[src/rtl/mips_pkg.sv]
// Shared opcode/funct constants, FSM state and mux encodings for the
// multi-cycle MIPS controller.
package mips_pkg;

  localparam logic [5:0] OP_R    = 6'd0;
  localparam logic [5:0] OP_J    = 6'd2;
  localparam logic [5:0] OP_JAL  = 6'd3;
  localparam logic [5:0] OP_BEQ  = 6'd4;
  localparam logic [5:0] OP_BNE  = 6'd5;
  localparam logic [5:0] OP_ADDI = 6'd8;
  localparam logic [5:0] OP_SLTI = 6'd10;
  localparam logic [5:0] OP_ANDI = 6'd12;
  localparam logic [5:0] OP_ORI  = 6'd13;
  localparam logic [5:0] OP_LW   = 6'd35;
  localparam logic [5:0] OP_SW   = 6'd43;
  localparam logic [5:0] FN_JR   = 6'd8;

  localparam logic [1:0] DST_RD = 2'd0;
  localparam logic [1:0] DST_RT = 2'd1;
  localparam logic [1:0] DST_RA = 2'd2;

  localparam logic [1:0] WB_ALU = 2'd0;
  localparam logic [1:0] WB_MEM = 2'd1;
  localparam logic [1:0] WB_PC4 = 2'd2;

  typedef enum logic [2:0] {
    ST_FETCH,
    ST_DECODE,
    ST_EXEC,
    ST_MEM,
    ST_WB
  } state_t;

  typedef enum logic [1:0] {
    PC_PLUS4,
    PC_BRANCH,
    PC_JUMP,
    PC_JR
  } pc_sel_t;

  function automatic logic op_supported(input logic [5:0] op);
    case (op)
      OP_R, OP_J, OP_JAL, OP_BEQ, OP_BNE, OP_ADDI,
      OP_SLTI, OP_ANDI, OP_ORI, OP_LW, OP_SW: op_supported = 1'b1;
      default:                               op_supported = 1'b0;
    endcase
  endfunction

endpackage

[src/rtl/mips_pc_next.sv]
// Next-PC selection: sequential, branch, jump and register-indirect targets.
module mips_pc_next
  import mips_pkg::*;
#(
  parameter int unsigned XLEN = 32
) (
  input  logic [XLEN-1:0] pc,
  input  logic [25:0]     ir_low,
  input  logic [XLEN-1:0] rs_data,
  input  pc_sel_t         sel,
  output logic [XLEN-1:0] pc_next
);

  logic [XLEN-1:0] pc4;
  logic [XLEN-1:0] br_off;
  logic [XLEN-1:0] jmp_tgt;

  assign pc4     = pc + XLEN'(4);
  assign br_off  = {{(XLEN-18){ir_low[15]}}, ir_low[15:0], 2'b00};
  assign jmp_tgt = {pc4[XLEN-1:28], ir_low, 2'b00};

  always_comb begin
    pc_next = pc4;
    case (sel)
      PC_PLUS4:  pc_next = pc4;
      PC_BRANCH: pc_next = pc4 + br_off;
      PC_JUMP:   pc_next = jmp_tgt;
      PC_JR:     pc_next = rs_data;
      default:   pc_next = pc4;
    endcase
  end

endmodule

[src/rtl/mips_mc_ctrl.sv]
// Multi-cycle MIPS control FSM: fetch/decode/exec/mem/wb sequencing, PC and
// instruction register, retire pulse and retired-instruction counter.
module mips_mc_ctrl
  import mips_pkg::*;
#(
  parameter int unsigned     XLEN     = 32,
  parameter logic [XLEN-1:0] RESET_PC = '0,
  parameter int unsigned     CNT_W    = 32
) (
  input  logic             clk,
  input  logic             rst,
  output logic             imem_req,
  output logic [XLEN-1:0]  imem_addr,
  input  logic             imem_ready,
  input  logic [31:0]      imem_rdata,
  output logic             dmem_req,
  output logic             dmem_we,
  input  logic             dmem_ready,
  input  logic [XLEN-1:0]  rs_data,
  input  logic             alu_zero,
  output logic [31:0]      ir,
  output logic [XLEN-1:0]  pc,
  output logic [5:0]       alu_op,
  output logic             alu_src_imm,
  output logic             reg_we,
  output logic [1:0]       dst_sel,
  output logic [1:0]       wb_sel,
  output logic             retired,
  output logic             illegal,
  output logic [CNT_W-1:0] instret
);

  state_t          state, state_nxt;
  pc_sel_t         pc_sel;
  logic            retire_now;
  logic [XLEN-1:0] pc_nxt;
  logic [5:0]      opcode, funct;
  logic            is_rtype, is_jr, is_branch, br_taken;

  assign opcode    = ir[31:26];
  assign funct     = ir[5:0];
  assign is_rtype  = (opcode == OP_R);
  assign is_jr     = is_rtype && (funct == FN_JR);
  assign is_branch = (opcode == OP_BEQ) || (opcode == OP_BNE);
  assign br_taken  = (opcode == OP_BEQ) ? alu_zero : ~alu_zero;

  mips_pc_next #(.XLEN(XLEN)) u_pc_next (
    .pc      (pc),
    .ir_low  (ir[25:0]),
    .rs_data (rs_data),
    .sel     (pc_sel),
    .pc_next (pc_nxt)
  );

  // Ready inputs only steer next-state/retire; outputs never see them.
  always_comb begin
    state_nxt  = state;
    retire_now = 1'b0;
    pc_sel     = PC_PLUS4;
    case (state)
      ST_FETCH: if (imem_ready) state_nxt = ST_DECODE;
      ST_DECODE: begin
        if (opcode == OP_J || opcode == OP_JAL) begin
          retire_now = 1'b1;
          pc_sel     = PC_JUMP;
          state_nxt  = ST_FETCH;
        end else if (is_jr) begin
          retire_now = 1'b1;
          pc_sel     = PC_JR;
          state_nxt  = ST_FETCH;
        end else if (!op_supported(opcode)) begin
          retire_now = 1'b1;
          state_nxt  = ST_FETCH;
        end else begin
          state_nxt  = ST_EXEC;
        end
      end
      ST_EXEC: begin
        if (is_branch) begin
          retire_now = 1'b1;
          pc_sel     = br_taken ? PC_BRANCH : PC_PLUS4;
          state_nxt  = ST_FETCH;
        end else if (opcode == OP_LW || opcode == OP_SW) begin
          state_nxt  = ST_MEM;
        end else begin
          state_nxt  = ST_WB;
        end
      end
      ST_MEM: begin
        if (dmem_ready) begin
          if (opcode == OP_SW) begin
            retire_now = 1'b1;
            state_nxt  = ST_FETCH;
          end else begin
            state_nxt  = ST_WB;
          end
        end
      end
      ST_WB: begin
        retire_now = 1'b1;
        state_nxt  = ST_FETCH;
      end
      default: state_nxt = ST_FETCH;
    endcase
  end

  always_ff @(posedge clk or posedge rst) begin
    if (rst) begin
      state   <= ST_FETCH;
      pc      <= RESET_PC;
      ir      <= '0;
      instret <= '0;
      retired <= 1'b0;
    end else begin
      state   <= state_nxt;
      retired <= retire_now;
      if (state == ST_FETCH && imem_ready) ir <= imem_rdata;
      if (retire_now) begin
        pc      <= pc_nxt;
        instret <= instret + CNT_W'(1);
      end
    end
  end

  always_comb begin
    imem_req    = (state == ST_FETCH) && !rst;
    imem_addr   = pc;
    dmem_req    = (state == ST_MEM);
    dmem_we     = (state == ST_MEM) && (opcode == OP_SW);
    alu_op      = is_rtype ? funct : opcode;
    alu_src_imm = !(is_rtype || is_branch);
    illegal     = (state == ST_DECODE) && !op_supported(opcode);
    reg_we      = 1'b0;
    dst_sel     = DST_RD;
    wb_sel      = WB_ALU;
    if (state == ST_DECODE && opcode == OP_JAL) begin
      reg_we  = 1'b1;
      dst_sel = DST_RA;
      wb_sel  = WB_PC4;
    end else if (state == ST_WB) begin
      dst_sel = is_rtype ? DST_RD : DST_RT;
      wb_sel  = (opcode == OP_LW) ? WB_MEM : WB_ALU;
      reg_we  = is_rtype ? (ir[15:11] != 5'd0) : (ir[20:16] != 5'd0);
    end
  end

endmodule

[config.mk]
export PLATFORM = sky130hd
export DESIGN_NAME = mips_mc_ctrl
export DESIGN_NICKNAME = d
export VERILOG_FILES = /design/src/rtl/mips_pkg.sv /design/src/rtl/mips_pc_next.sv /design/src/rtl/mips_mc_ctrl.sv
export SDC_FILE = /design/constraint.sdc
export NUM_CORES = 1
export LEC_CHECK = 0
export CAP_MARGIN = 30
export CORE_ASPECT_RATIO = 1.2
export CORE_UTILIZATION = 49
export DETAILED_ROUTE_END_ITERATION = 16
export GPL_ROUTABILITY_DRIVEN = 0
export PLACE_DENSITY_LB_ADDON = 0.1
export REMOVE_ABC_BUFFERS = 1
export SYNTH_ARGS = -nofsm -noshare
export SYNTH_HDL_FRONTEND = slang
export SYNTH_SLANG_ARGS = --single-unit
[constraint.sdc]
create_clock -name clk -period 4.3 [get_ports clk]
set_input_delay 1.075 -clock clk [delete_from_list [all_inputs] [get_ports clk]]
set_output_delay 1.075 -clock clk [all_outputs]
set_load 0.02 [all_outputs]
## After elaboration in Yosys (flattened, before gate mapping)

Index checks and enable logic that the tools add are counted.

- Flip-flop bits (word level): 100
- Bits of input ports: 69
- Output and inout bits: 145
- Word-level logic and storage cells: 86

- Add/subtract/negate cells: 3
- Eq/ne operators: 20
- Mux-type cells: 37
- Bitwise logic cells: 1
- Reduce and logical (&&, ||, !) cells: 20

Operators by type and width:

| kind | number |
|---|---|
| 32-bit case mux with 4 select lines | 1 |
| 32-bit by 1-bit adder with 32-bit output, second input constant | 1 |
| 32-bit by 3-bit adder with 32-bit output, second input constant | 1 |
| 32-bit adder | 1 |
| 6-bit by 4-bit equality test with 1-bit output, second input constant | 5 |
| 1-bit two-way mux | 20 |
| 3-bit two-way mux | 5 |
| 2-bit two-way mux | 7 |
| 6-bit by 2-bit equality test with 1-bit output, second input constant | 2 |
| 6-bit by 3-bit equality test with 1-bit output, second input constant | 2 |
| 6-bit equality test, second input constant | 2 |
| 3-bit case mux with 4 select lines | 1 |
| 11-bit OR reduction | 1 |
| 5-bit nonzero test | 2 |
| 3-bit by 2-bit equality test with 1-bit output, second input constant | 2 |
| 1-bit logical AND | 6 |
| 6-bit zero test | 1 |
| 6-bit two-way mux | 1 |
| 2-bit equality test, second input constant | 2 |
| 1-bit logical OR | 4 |
| 1-bit case mux with 4 select lines | 1 |
| 2-bit case mux with 2 select lines | 1 |
| 3-bit by 1-bit equality test with 1-bit output, second input constant | 1 |
| 3-bit equality test, second input constant | 1 |
| other kinds (8) | 10 |

## Logic depth before layout (Yosys ltp)

Gate-level depths: netlist of the first run.

- Depth after elaboration: 10
- Depth in mapped cells: 17

## Modules after synthesis

Synthesis of the first run repeated with hierarchy kept, for this count alone.

- Cells, all modules: 716
- Area, all modules: 7339.5 sq um

By module, submodules not included:

| module | times used | cells an instance | area each (sq um) |
|---|---|---|---|
| mips_mc_ctrl | 1 | 380 | 4629.4 |
| mips_pc_next | 1 | 336 | 2710.1 |

## Worst setup path before layout of the first run

No wires, ideal clock.

- Kind: register to register
- Start: reg pc[2] (netlist: imem_addr[2])
- End: reg pc[31] (netlist: imem_addr[31])
- Setup time: 0.131 ns
- Arrival: 3.812 ns
- Required time: 4.169 ns
- Setup slack: 0.357 ns
- Cell stages (with the launch flop): 17
- Period minus slack after synthesis: 3.943 ns
- Cell sequence: dfrtp_1 ha_1 nand3_1 or2_2 or3_1 nor2_1 nand3_1 xnor2_1 ha_1 and3_1 nand4_1 or2_2 o221a_2 o21ai_0 a21oi_1 xnor2_1 o22ai_1

- Word-level cells in the longest chain between the ends: 3

Ends and longest elaborated chain:

| what | line | text |
|---|---|---|
| from (decl) | mips_mc_ctrl.sv:22 | `output logic [XLEN-1:0] pc,` |
| from (signal assigned) | mips_mc_ctrl.sv:119 | `pc <= pc_nxt;` |
| 32-bit by 3-bit adder with 32-bit output * | mips_pc_next.sv:18 | `assign pc4 = pc + XLEN'(4);` |
| 32-bit adder | mips_pc_next.sv:26 | `PC_BRANCH: pc_next = pc4 + br_off;` |
| 32-bit case mux with 4 select lines * | mips_pc_next.sv:24 | `case (sel)` |

Every way passes the cells marked *; elsewhere a longest branch is shown, timed or not.
A chain may end at the register's enable or synchronous reset.

## Worst setup path after layout of the first run

- Start: reg pc[3] (netlist: imem_addr[3])
- End: reg pc[31] (netlist: imem_addr[31])

The elaborated chain is that of the path after synthesis.

==> results of run 1 <==
[critical path: cells and delay by family (launching register included)]
kind | cells | cell delay (ns)
AOI/OAI and AO/OA | 4 | 0.53
adders and majority gates | 2 | 0.61
xor gates and xnor gates | 2 | 0.34
DFF | 1 | 0.43
and+or+nand+nor | 8 | 1.97
[cell usage after synthesis (11+ instances only)]
master      n
o22ai_1    11
inv_1      15
buf_4      33
a21oi_1    48
mux2_2     30
xnor2_1    56
dfrtp_1   100
xor2_1     25
nand2_1    97
a31oi_1    12
and2_1     14
nor2_1     56
o21ai_0    40
clkbuf_1   31
and3_1     17
nand4_1    21
a21o_1     16
ha_1       37
nor3_1     17
nand3_1    29
[state kept, by name, indices dropped and copies added (netlist names)]
signal     flops
instret       32
ir            32
state          3
imem_addr     32
retired        1
[placed cells by master (no fill, tap or decap), types with 12 or more instances in the layout]
| master | instances |
|---|---|
| o21ai_0 | 40 |
| mux2_2 | 30 |
| nor2_1 | 55 |
| xnor2_1 | 56 |
| and2_1 | 14 |
| xor2_1 | 25 |
| nand2_1 | 97 |
| clkdlybuf4s50_1 | 213 |
| nand4_1 | 21 |
| a21o_1 | 16 |
| inv_1 | 14 |
| and3_1 | 17 |
| nand3_1 | 29 |
| buf_4 | 26 |
| nor3_1 | 17 |
| a31oi_1 | 12 |
| a21oi_1 | 48 |
| dfrtp_1 | 99 |
| ha_1 | 36 |
[layout make-up]
type                    count  area share (%)
well taps                 204            2.54
multi-input cells         664            45.3
flip-flops and latches    100            24.9
clock buffers               9            2.24
inverters                  16           0.648
clock inverters             7           0.910
repair buffers            240            23.4
[cells by family after synthesis]
kind of cell | after synthesis | synth area share, %
AOI/OAI and AO/OA | 206 | 18.4
DFF | 100 | 33.5
xor gates and xnor gates | 81 | 9.48
muxes | 33 | 4.92
and+or+nand+nor | 306 | 21.3
adders and majority gates | 38 | 6.46
buffers and inverters | 84 | 5.94
[power groups by stage]
stage	sequential, uW	clock [uW]	combinational [uW]
after global routing	1830	893	5090
after CTS	1770	865	4680
after floorplan	2100	0	2520
after global placement	1770	0	4620
final	1780	855	4740
after detailed placement	1780	0	4630
[metal layers]
| metal | wire (um) | global-route usage (%) |
|---|---|---|
| met1 | 9790 | 37.4 |
| met3 | 1490 | 3.96 |
| met4 | 1040 | 16.2 |
| met5 | 0 | 0 |
| met2 | 11500 | 51.1 |
[worst max-delay path by stage]
stage | end | cells past startpoint | slack, ns | startpoint
final | imem_addr[31] | 16 | 0.30 | imem_addr[3]
after global routing | imem_addr[31] | 16 | 0.04 | imem_addr[3]
after CTS | imem_addr[31] | 16 | 0.20 | imem_addr[3]
after detailed placement | imem_addr[31] | 16 | 0.25 | imem_addr[3]
after global placement | imem_addr[31] | 16 | 0.31 | imem_addr[3]
after floorplan | imem_addr[31] | 16 | 0.20 | imem_addr[2]
[through the flow]
step	worst slack (ns)	utilization, %
4_1_cts	0.199	67.0
2_1_floorplan	0.198	-
5_1_grt	0.0381	67.1
3_5_place_dp	0.251	64.9
3_3_place_gp	0.313	64.9
6_report	0.299	67.1
[what timing repair did]
action | in CTS | in global routing
gates resized for setup | 0 | 3
endpoints found under the hold margin | 0 | 0
buffers inserted | 0 | 1
endpoints found under the setup margin | 0 | 2
==> flow_summary.json, run 1 <==
{
  "power_frac_comb_pct": 64.3,
  "fin_skew_ns": 0.0158,
  "postSynthAreaPerCell_sq_um": 8.82,
  "yosysUniqueCellTypes": 77,
  "cts_made_buffers": 9,
  "whs_ns": 0.479,
  "finalSetupViolCount": 0,
  "slowest_delay_ns": 0.43,
  "report.power.total_uw": 7370,
  "place_hpwl_mm": 17.7,
  "ff2ff_setup_slack_ns": 0.30,
  "die_w_um": 115,
  "p_leak_uw": 0.00413,
  "syn_to_final_growth_pct": 34.2,
  "max_cap_viol_count": 0,
  "fmax_mhz": 250,
  "track_usage_pct": 30.2,
  "min_path_cells": 1,
  "antenna_found_initial": 0,
  "clk-insertion-delay-late_ns": 0.37,
  "placedInstanceArea_sq_um": 9710,
  "hp-class": "flop to flop",
  "ant_nets": 0,
  "path_cells": "ha_2, nand3_1, or2_2, or3_1, nor2_2, nand3_1, xnor2_1, ha_1, and3_1, nand4_1, or2_2, o221a_2, o21ai_0, a21oi_1, xnor2_1, o22ai_1",
  "grt_overflow": 0,
  "fill_cells": 1319,
  "viasPerCell": 5.93,
  "path_class": "flop to flop",
  "p_seq_share_pct": 24.1,
  "hp-start": "instret[31]",
  "initial_core_util_pct": 50.0,
  "diodes": 0,
  "min_period_ns": 4.00,
  "max-clock-path-buffers": 2,
  "postSynth.asyncResetShare_pct": 100,
  "netlist.area_leader.share_pct": 33.5,
  "drtPass1Iterations": 7,
  "worst-path-max-fanout": 7,
  "pwr-share-clk_pct": 11.6,
  "drive_gt1_share_pct": 9.17,
  "drt_iter0_drc": 546,
  "seq_area_sq_um": 2500,
  "core_area_sq_um": 15000,
  "io_pins": 214,
  "setup_tns_ns": 0,
  "ys_ff_latch": 100,
  "syn_inst": 848,
  "maxSlewHeadroom_pct": 45.7,
  "avgRoutedWirePerCell_um": 19.2,
  "routed_wl_mm": 23.8,
  "synth_area_leader_cell": "dfrtp_1",
  "status": "finished, final reports clean",
  "cp-end-kind": "flop",
  "vdd_drop_max_v": 0.000424,
  "fin_area_sq_um": 10000,
  "final_hold_viol_count": 0,
  "dp_cells": 1223,
  "cts_tree": "yes",
  "switching_share_pct": 49.0,
  "port_buffers": 213,
  "clockRootBuffer": "clkbuf_16",
  "die_h_um": 137,
  "grt_pass1_wl_mm": 36.3,
  "synth_flop_cell": "dfrtp_1",
  "htree_levels": 3,
  "cp.arrival_ns": 4.23,
  "r2r_cells": 16,
  "tightestPinTransition_ns": 0.812,
  "p_sw_uw": 3610,
  "r2r-start": "imem_addr[3]",
  "rsz0062_at_grt": "false",
  "grt_max_degree": 64,
  "clock-sinks": 100,
  "finalCritPeriodShare_pct": 93.1,
  "multiInputGateArea_sq_um": 4550,
  "ys_warn_count": 0,
  "fin_nets": 1138,
  "r2r_end": "imem_addr[31]",
  "holdBufCountCts": 0,
  "synth_area_sq_um": 7480,
  "drcViolationCount": 0,
  "slew_viol_final": 0,
  "synth_top_cells_by_area": "dfrtp_1, xnor2_1, ha_1",
  "vias": 7355,
  "startpoint_type": "flop",
  "seq_area_frac_synth_pct": 33.5,
  "finalNonFillerCells": 1240,
  "synth_edf_count": 0,
  "clk_pin_slew_ns": 0.09,
  "power.internal_uw": 3760,
  "min_to": "instret[31]",
  "p_per_area_nw_per_um2": 734,
  "required_ns": 4.53,
  "cp_slowest_cell": "dfrtp_2",
  "grt_pass1_vias": 6855,
  "rows": 49,
  "dieArea_sq_um": 15800
}
No activity file was read; power rests on OpenSTA's default activity.
==> run 2, diff against run 1 <==
--- a/config.mk
+++ b/config.mk
@@ -10,6 +10,7 @@
 export CORE_UTILIZATION = 49
 export DETAILED_ROUTE_END_ITERATION = 16
 export GPL_ROUTABILITY_DRIVEN = 0
+export HOLD_SLACK_MARGIN = 0.1
 export PLACE_DENSITY_LB_ADDON = 0.1
 export REMOVE_ABC_BUFFERS = 1
 export SYNTH_ARGS = -nofsm -noshare
==> results of run 2 <==
Same layout as run 1: the final DEF is identical, and so are final timing and power.
==> run 3, diff against run 2 <==
--- a/config.mk
+++ b/config.mk
@@ -5,6 +5,7 @@
 export SDC_FILE = /design/constraint.sdc
 export NUM_CORES = 1
 export LEC_CHECK = 0
+export ABC_AREA = 0
 export CAP_MARGIN = 30
 export CORE_ASPECT_RATIO = 1.2
 export CORE_UTILIZATION = 49
@@ -13,6 +14,7 @@
 export HOLD_SLACK_MARGIN = 0.1
 export PLACE_DENSITY_LB_ADDON = 0.1
 export REMOVE_ABC_BUFFERS = 1
+export SLEW_MARGIN = 20
 export SYNTH_ARGS = -nofsm -noshare
 export SYNTH_HDL_FRONTEND = slang
 export SYNTH_SLANG_ARGS = --single-unit
==> results of run 3 <==
Same layout as run 1: the final DEF is identical, and so are final timing and power.
